[src/rtl/pipe_stage_elastic.sv]
// Inter-stage pipeline buffer carrying an opaque WIDTH-bit payload.
// DEPTH=1 acts as a plain pipeline register; DEPTH>=2 acts as an elastic FIFO with registered in_ready.
module pipe_stage_elastic #(
  parameter int               WIDTH        = 32,
  parameter int               DEPTH        = 1,
  parameter logic [WIDTH-1:0] RESET_VAL    = '0,
  parameter int               MASK_INVALID = 1,
  parameter int               CNT_W        = 16
) (
  input  logic                         clk,
  input  logic                         rst_n,
  input  logic                         in_valid,
  output logic                         in_ready,
  input  logic [WIDTH-1:0]             in_data,
  output logic                         out_valid,
  input  logic                         out_ready,
  output logic [WIDTH-1:0]             out_data,
  input  logic                         flush,
  output logic [$clog2(DEPTH+1)-1:0]   count,
  output logic [CNT_W-1:0]             stall_cnt,
  input  logic                         stall_clr
);

  localparam int CW = $clog2(DEPTH + 1);
  localparam int PW = (DEPTH > 1) ? $clog2(DEPTH) : 1;
  localparam logic [CW-1:0] FULL = CW'(DEPTH);
  localparam logic [PW-1:0] LAST = PW'(DEPTH - 1);

  logic [WIDTH-1:0] mem [DEPTH];
  logic [PW-1:0]    rd_ptr, wr_ptr;
  logic             push, pop;

  function automatic logic [PW-1:0] next_ptr(input logic [PW-1:0] ptr);
    return (ptr == LAST) ? '0 : ptr + PW'(1);
  endfunction

  assign out_valid = (count != '0);
  assign pop       = out_valid & out_ready;
  assign push      = in_valid & in_ready & ~flush;

  // A single register may refill on the same edge it drains; the FIFO keeps
  // in_ready purely registered so out_ready never reaches the upstream stage.
  generate
    if (DEPTH == 1) begin : g_reg
      assign in_ready = (count < FULL) | out_ready;
    end else begin : g_fifo
      assign in_ready = (count < FULL);
    end
  endgenerate

  assign out_data = ((MASK_INVALID != 0) && !out_valid) ? '0 : mem[rd_ptr];

  // NOTE: state registers use non-blocking assignments so every flop samples pre-edge values.
  always_ff @(posedge clk or negedge rst_n) begin
    if (!rst_n) begin
      count  <= '0;
      rd_ptr <= '0;
      wr_ptr <= '0;
    end else if (flush) begin
      count  <= '0;
      rd_ptr <= '0;
      wr_ptr <= '0;
    end else begin
      if (push) wr_ptr <= next_ptr(wr_ptr);
      if (pop)  rd_ptr <= next_ptr(rd_ptr);
      case ({push, pop})
        2'b10:   count <= count + CW'(1);
        2'b01:   count <= count - CW'(1);
        default: count <= count;
      endcase
    end
  end

  // NOTE: payload storage is reset on purpose so out_data is RESET_VAL-defined when unmasked.
  always_ff @(posedge clk or negedge rst_n) begin
    if (!rst_n) begin
      for (int i = 0; i < DEPTH; i++) mem[i] <= RESET_VAL;
    end else if (push) begin
      mem[wr_ptr] <= in_data;
    end
  end

  // Flush leaves the stall statistic untouched; clear beats increment.
  always_ff @(posedge clk or negedge rst_n) begin
    if (!rst_n) begin
      stall_cnt <= '0;
    end else if (stall_clr) begin
      stall_cnt <= '0;
    end else if (out_valid && !out_ready && (stall_cnt != '1)) begin
      stall_cnt <= stall_cnt + CNT_W'(1);
    end
  end

endmodule
[config.mk]
export PLATFORM = sky130hd
export DESIGN_NAME = pipe_stage_elastic
export DESIGN_NICKNAME = d
export VERILOG_FILES = /design/src/rtl/pipe_stage_elastic.sv
export SDC_FILE = /design/constraint.sdc
export NUM_CORES = 1
export LEC_CHECK = 0
export CAP_MARGIN = 20
export CORE_ASPECT_RATIO = 1.25
export CORE_MARGIN = 3
export CORE_UTILIZATION = 44
export DETAILED_ROUTE_END_ITERATION = 8
export PLACE_DENSITY = 0.81
export SKIP_CTS_REPAIR_TIMING = 1
export SLEW_MARGIN = 20
export SYNTH_ARGS = -nofsm -noshare
export SYNTH_HDL_FRONTEND = slang
export SYNTH_SLANG_ARGS = --single-unit
[constraint.sdc]
create_clock -name clk -period 2 [get_ports clk]
set_clock_uncertainty 0.2 [all_clocks]
set_input_delay 0.6 -clock clk [delete_from_list [all_inputs] [get_ports clk]]
set_output_delay 0.6 -clock clk [all_outputs]
set_load 0.01 [all_outputs]
==> flow_metrics.env <==
export IMPL_cts_root_buf="clkbuf_8"
export IMPL_relSlewSlack_pct=70.1
export IMPL_ys_ff_latch=49
export IMPL_fin_ws_ns=-0.193
export IMPL_clock_sinks=49
export IMPL_initial_core_util_pct=46.6
export IMPL_p_sw_w=0.000573
export IMPL_sw_frac_of_total_pct=23.7
export IMPL_dr_pass1_iters=4
export IMPL_worst_path_max_fanout=8
export IMPL_antenna_cells=0
export IMPL_finalHoldViolations=0
export IMPL_rsz0062_at_grt="yes"
export IMPL_dp_cells=364
export IMPL_clk_pin_slew_ns=0.09
export IMPL_coreArea_sq_um=5190
export IMPL_layout_drive_gt1_share_pct=49.2
export IMPL_hold_class="in -> async"
export IMPL_cpMostUsedCell="buf_6"
export IMPL_area_growth_pct=67.2
export IMPL_ir_drop_mv=0.384
export IMPL_status="finished, violations left"
export IMPL_grt_pass1_wl_mm=9.19
export IMPL_rr_startpoint="count"
export IMPL_ff2ff_path_depth=6
export IMPL_cp_slowest_stage_delay_ns=0.46
export IMPL_internal_power_w=0.00185
export IMPL_synth_nets=247
export IMPL_syn_inst=208
export IMPL_avgSynthCellArea_sq_um=11.6
export IMPL_grtUsageTotal_pct=18.3
export IMPL_fin_crit_sh_pct=110
export IMPL_cts_made_buffers=5
export IMPL_wl_per_cell_um=17.9
export IMPL_io_pins=89
export IMPL_io_buffers=88
export IMPL_place_hpwl_mm=4.01
export IMPL_rows=29
export IMPL_fin_cells=395
export IMPL_pwr_share_comb_pct=23.8
export IMPL_yosysWarnings=0
export IMPL_required_ns=1.20
export IMPL_clk_latency_ns=0.29
export IMPL_cts_tree="built"
export IMPL_vias=2141
export IMPL_worst_hold_slack_ns=0.0693
export IMPL_cp_end_kind="output port"
export IMPL_nFillCells=340
export IMPL_cap_violations=0
export IMPL_postPlaceCellArea_sq_um=3490
export IMPL_min_period_ns=2.19
export IMPL_fin_setup_tns_ns=-4.23
export IMPL_die_height_um=88.9
export IMPL_rrSetupSlack_ns=-0.05
export IMPL_p_per_area_nw_per_um2=598
export IMPL_overflow=0
export IMPL_clockPowerShare_pct=28.1
export IMPL_cts_htree_levels=2
export IMPL_critPathLaunchType="flop"
export IMPL_via_per_inst=5.42
export IMPL_clock_fmax_mhz=456
export IMPL_routabilityCongestion=0.868
export IMPL_crit_chain="buf_6, buf_12, buf_6, and2_4, buf_6"
export IMPL_syn_area_sq_um=2420
export IMPL_seqPwrFrac_pct=48.1
export IMPL_final_area_sq_um=4040
export IMPL_arrival_ns=1.39
export IMPL_drc=0
export IMPL_antenna_found_initial=0
export IMPL_final_max_slew_viol_count=0
export IMPL_tightest_slew_ns=0.447
export IMPL_synth_seq_area_share_pct=50.7
export IMPL_clockBufferDepth=2
export IMPL_worstReg2RegEnd="mem[19]"
export IMPL_dieArea_sq_um=6430
export IMPL_grt_pass1_vias=1981
export IMPL_fin_nets=372
export IMPL_crit_start="count"
export IMPL_drtAntennaViolNets=0
export IMPL_cp_slowest_cell="dfrtp_2"
export IMPL_grt_max_degree=50
export IMPL_drt_total_wl_mm=7.07
export IMPL_violations="negative setup slack"
export IMPL_fin_util_pct=77.9
export IMPL_drtIter0Drc=111
export IMPL_leakage_nw=2.13
export IMPL_fp_dieW_um=72.3
export IMPL_synth_cell_types=40
export IMPL_worstSetupPathType="reg -> out"
export IMPL_endpoint="out_data[23]"
export IMPL_setup_viol=60
[worst min-delay path by stage]
stage | endpoint | cells after the start
2_1_floorplan | count | 0
3_3_place_gp | mem[24] | 1
3_5_place_dp | mem[24] | 1
4_1_cts | mem[11] | 2
5_1_grt | mem[11] | 2
6_report | mem[11] | 2
[cell usage after synthesis, drive strengths merged]
master	count	area share [%]
nor2b	4	1.0
or3	2	0.57
nor2	10	1.7
nand4b	1	0.36
o21ai	2	0.41
dfrtp	49	51
o2111ai	1	0.36
or4	4	1.2
o31ai	4	1.2
buf	6	1.7
nor4b	1	0.36
clkbuf	4	0.62
and4	1	0.41
nand2	6	1.2
and2b	1	0.31
ha	1	0.52
nand2b	2	0.52
nand3	4	0.83
and3	3	0.78
a31oi	1	0.26
mux2	36	17
xnor2	1	0.36
nor3b	1	0.78
mux2i	2	0.83
and2	32	8.3
nor3	5	1.0
a21oi	7	1.4
o21a	1	0.31
nand4	4	1.6
inv	5	0.78
and4b	1	0.41
nor4	6	2.2
[flip-flops by register name (all words and copies together) (netlist names)]
signal     count
count          1
mem           32
stall_cnt     16
[cells in the final DEF, fill, tap and decap left out, types with 5 or more instances in the layout]
cell type / count
and2_1: 18
and2_4: 14
clkbuf_8: 5
a21oi_1: 5
buf_12: 5
dfrtp_2: 10
clkbuf_2: 19
clkdlybuf4s50_1: 35
nor2_1: 9
mux2_2: 11
buf_4: 26
dfrtp_1: 39
buf_6: 19
mux2_4: 25
dlymetal6s2s_1: 18
[routing by layer]
layer  vias up  part of all wire (%)  GRT usage, %
li1        982                     -             -
met2       103                    50          29.8
met4         0                  0.59          7.69
met5         -                     0             0
met1      1049                    41          23.1
met3         7                   7.9          4.50
[cells by family (layout without fill, tap and decap cells)]
logic type	Yosys count	after routing	share of synthesized area, %
AND/OR/NAND/NOR	88	88	23.5
flip-flops	49	49	50.7
multiplexers	38	38	17.7
AO/OA/AOI/OAI	16	16	4.04
buffers and inverters	15	140	3.10
adder cells (fa/ha/maj)	1	1	0.517
XOR/XNOR	1	1	0.362
[power groups by stage]
stage	sequential [W]	clock, W	combinational, W
floorplan	0.00116	0	0.000216
global placement	0.00116	0	0.000459
detailed placement	0.00117	0	0.000467
CTS	0.00115	0.000708	0.000469
global route	0.00118	0.000733	0.000616
finish	0.00116	0.000679	0.000576
[layout make-up]
class,instances,area [sq um],share of cell area (%)
Clock buffer,5,68.8,1.70
Tap cell,62,77.6,1.92
Timing Repair Buffer,128,1290,31.9
Multi-Input combinational cell,144,1320,32.5
Inverter,5,18.8,0.464
Clock inverter,2,35.0,0.866
Sequential cell,49,1240,30.6
[critical path: cells and delay by family, from the launching register on]
| family | cells | cell delay [ns] |
|---|---|---|
| and+or+nand+nor | 1 | 0.13 |
| DFF | 1 | 0.46 |
| buffers and inverters | 4 | 0.50 |
[per-stage QoR]
stage,setup slack (ns),total power (W)
CTS,-0.697,0.00233
global placement,-0.665,0.00162
detailed placement,-0.688,0.00164
global route,-0.229,0.00253
finish,-0.193,0.00242
floorplan,-0.00866,0.00137
Note: power is estimated with default switching activity, not from simulation.
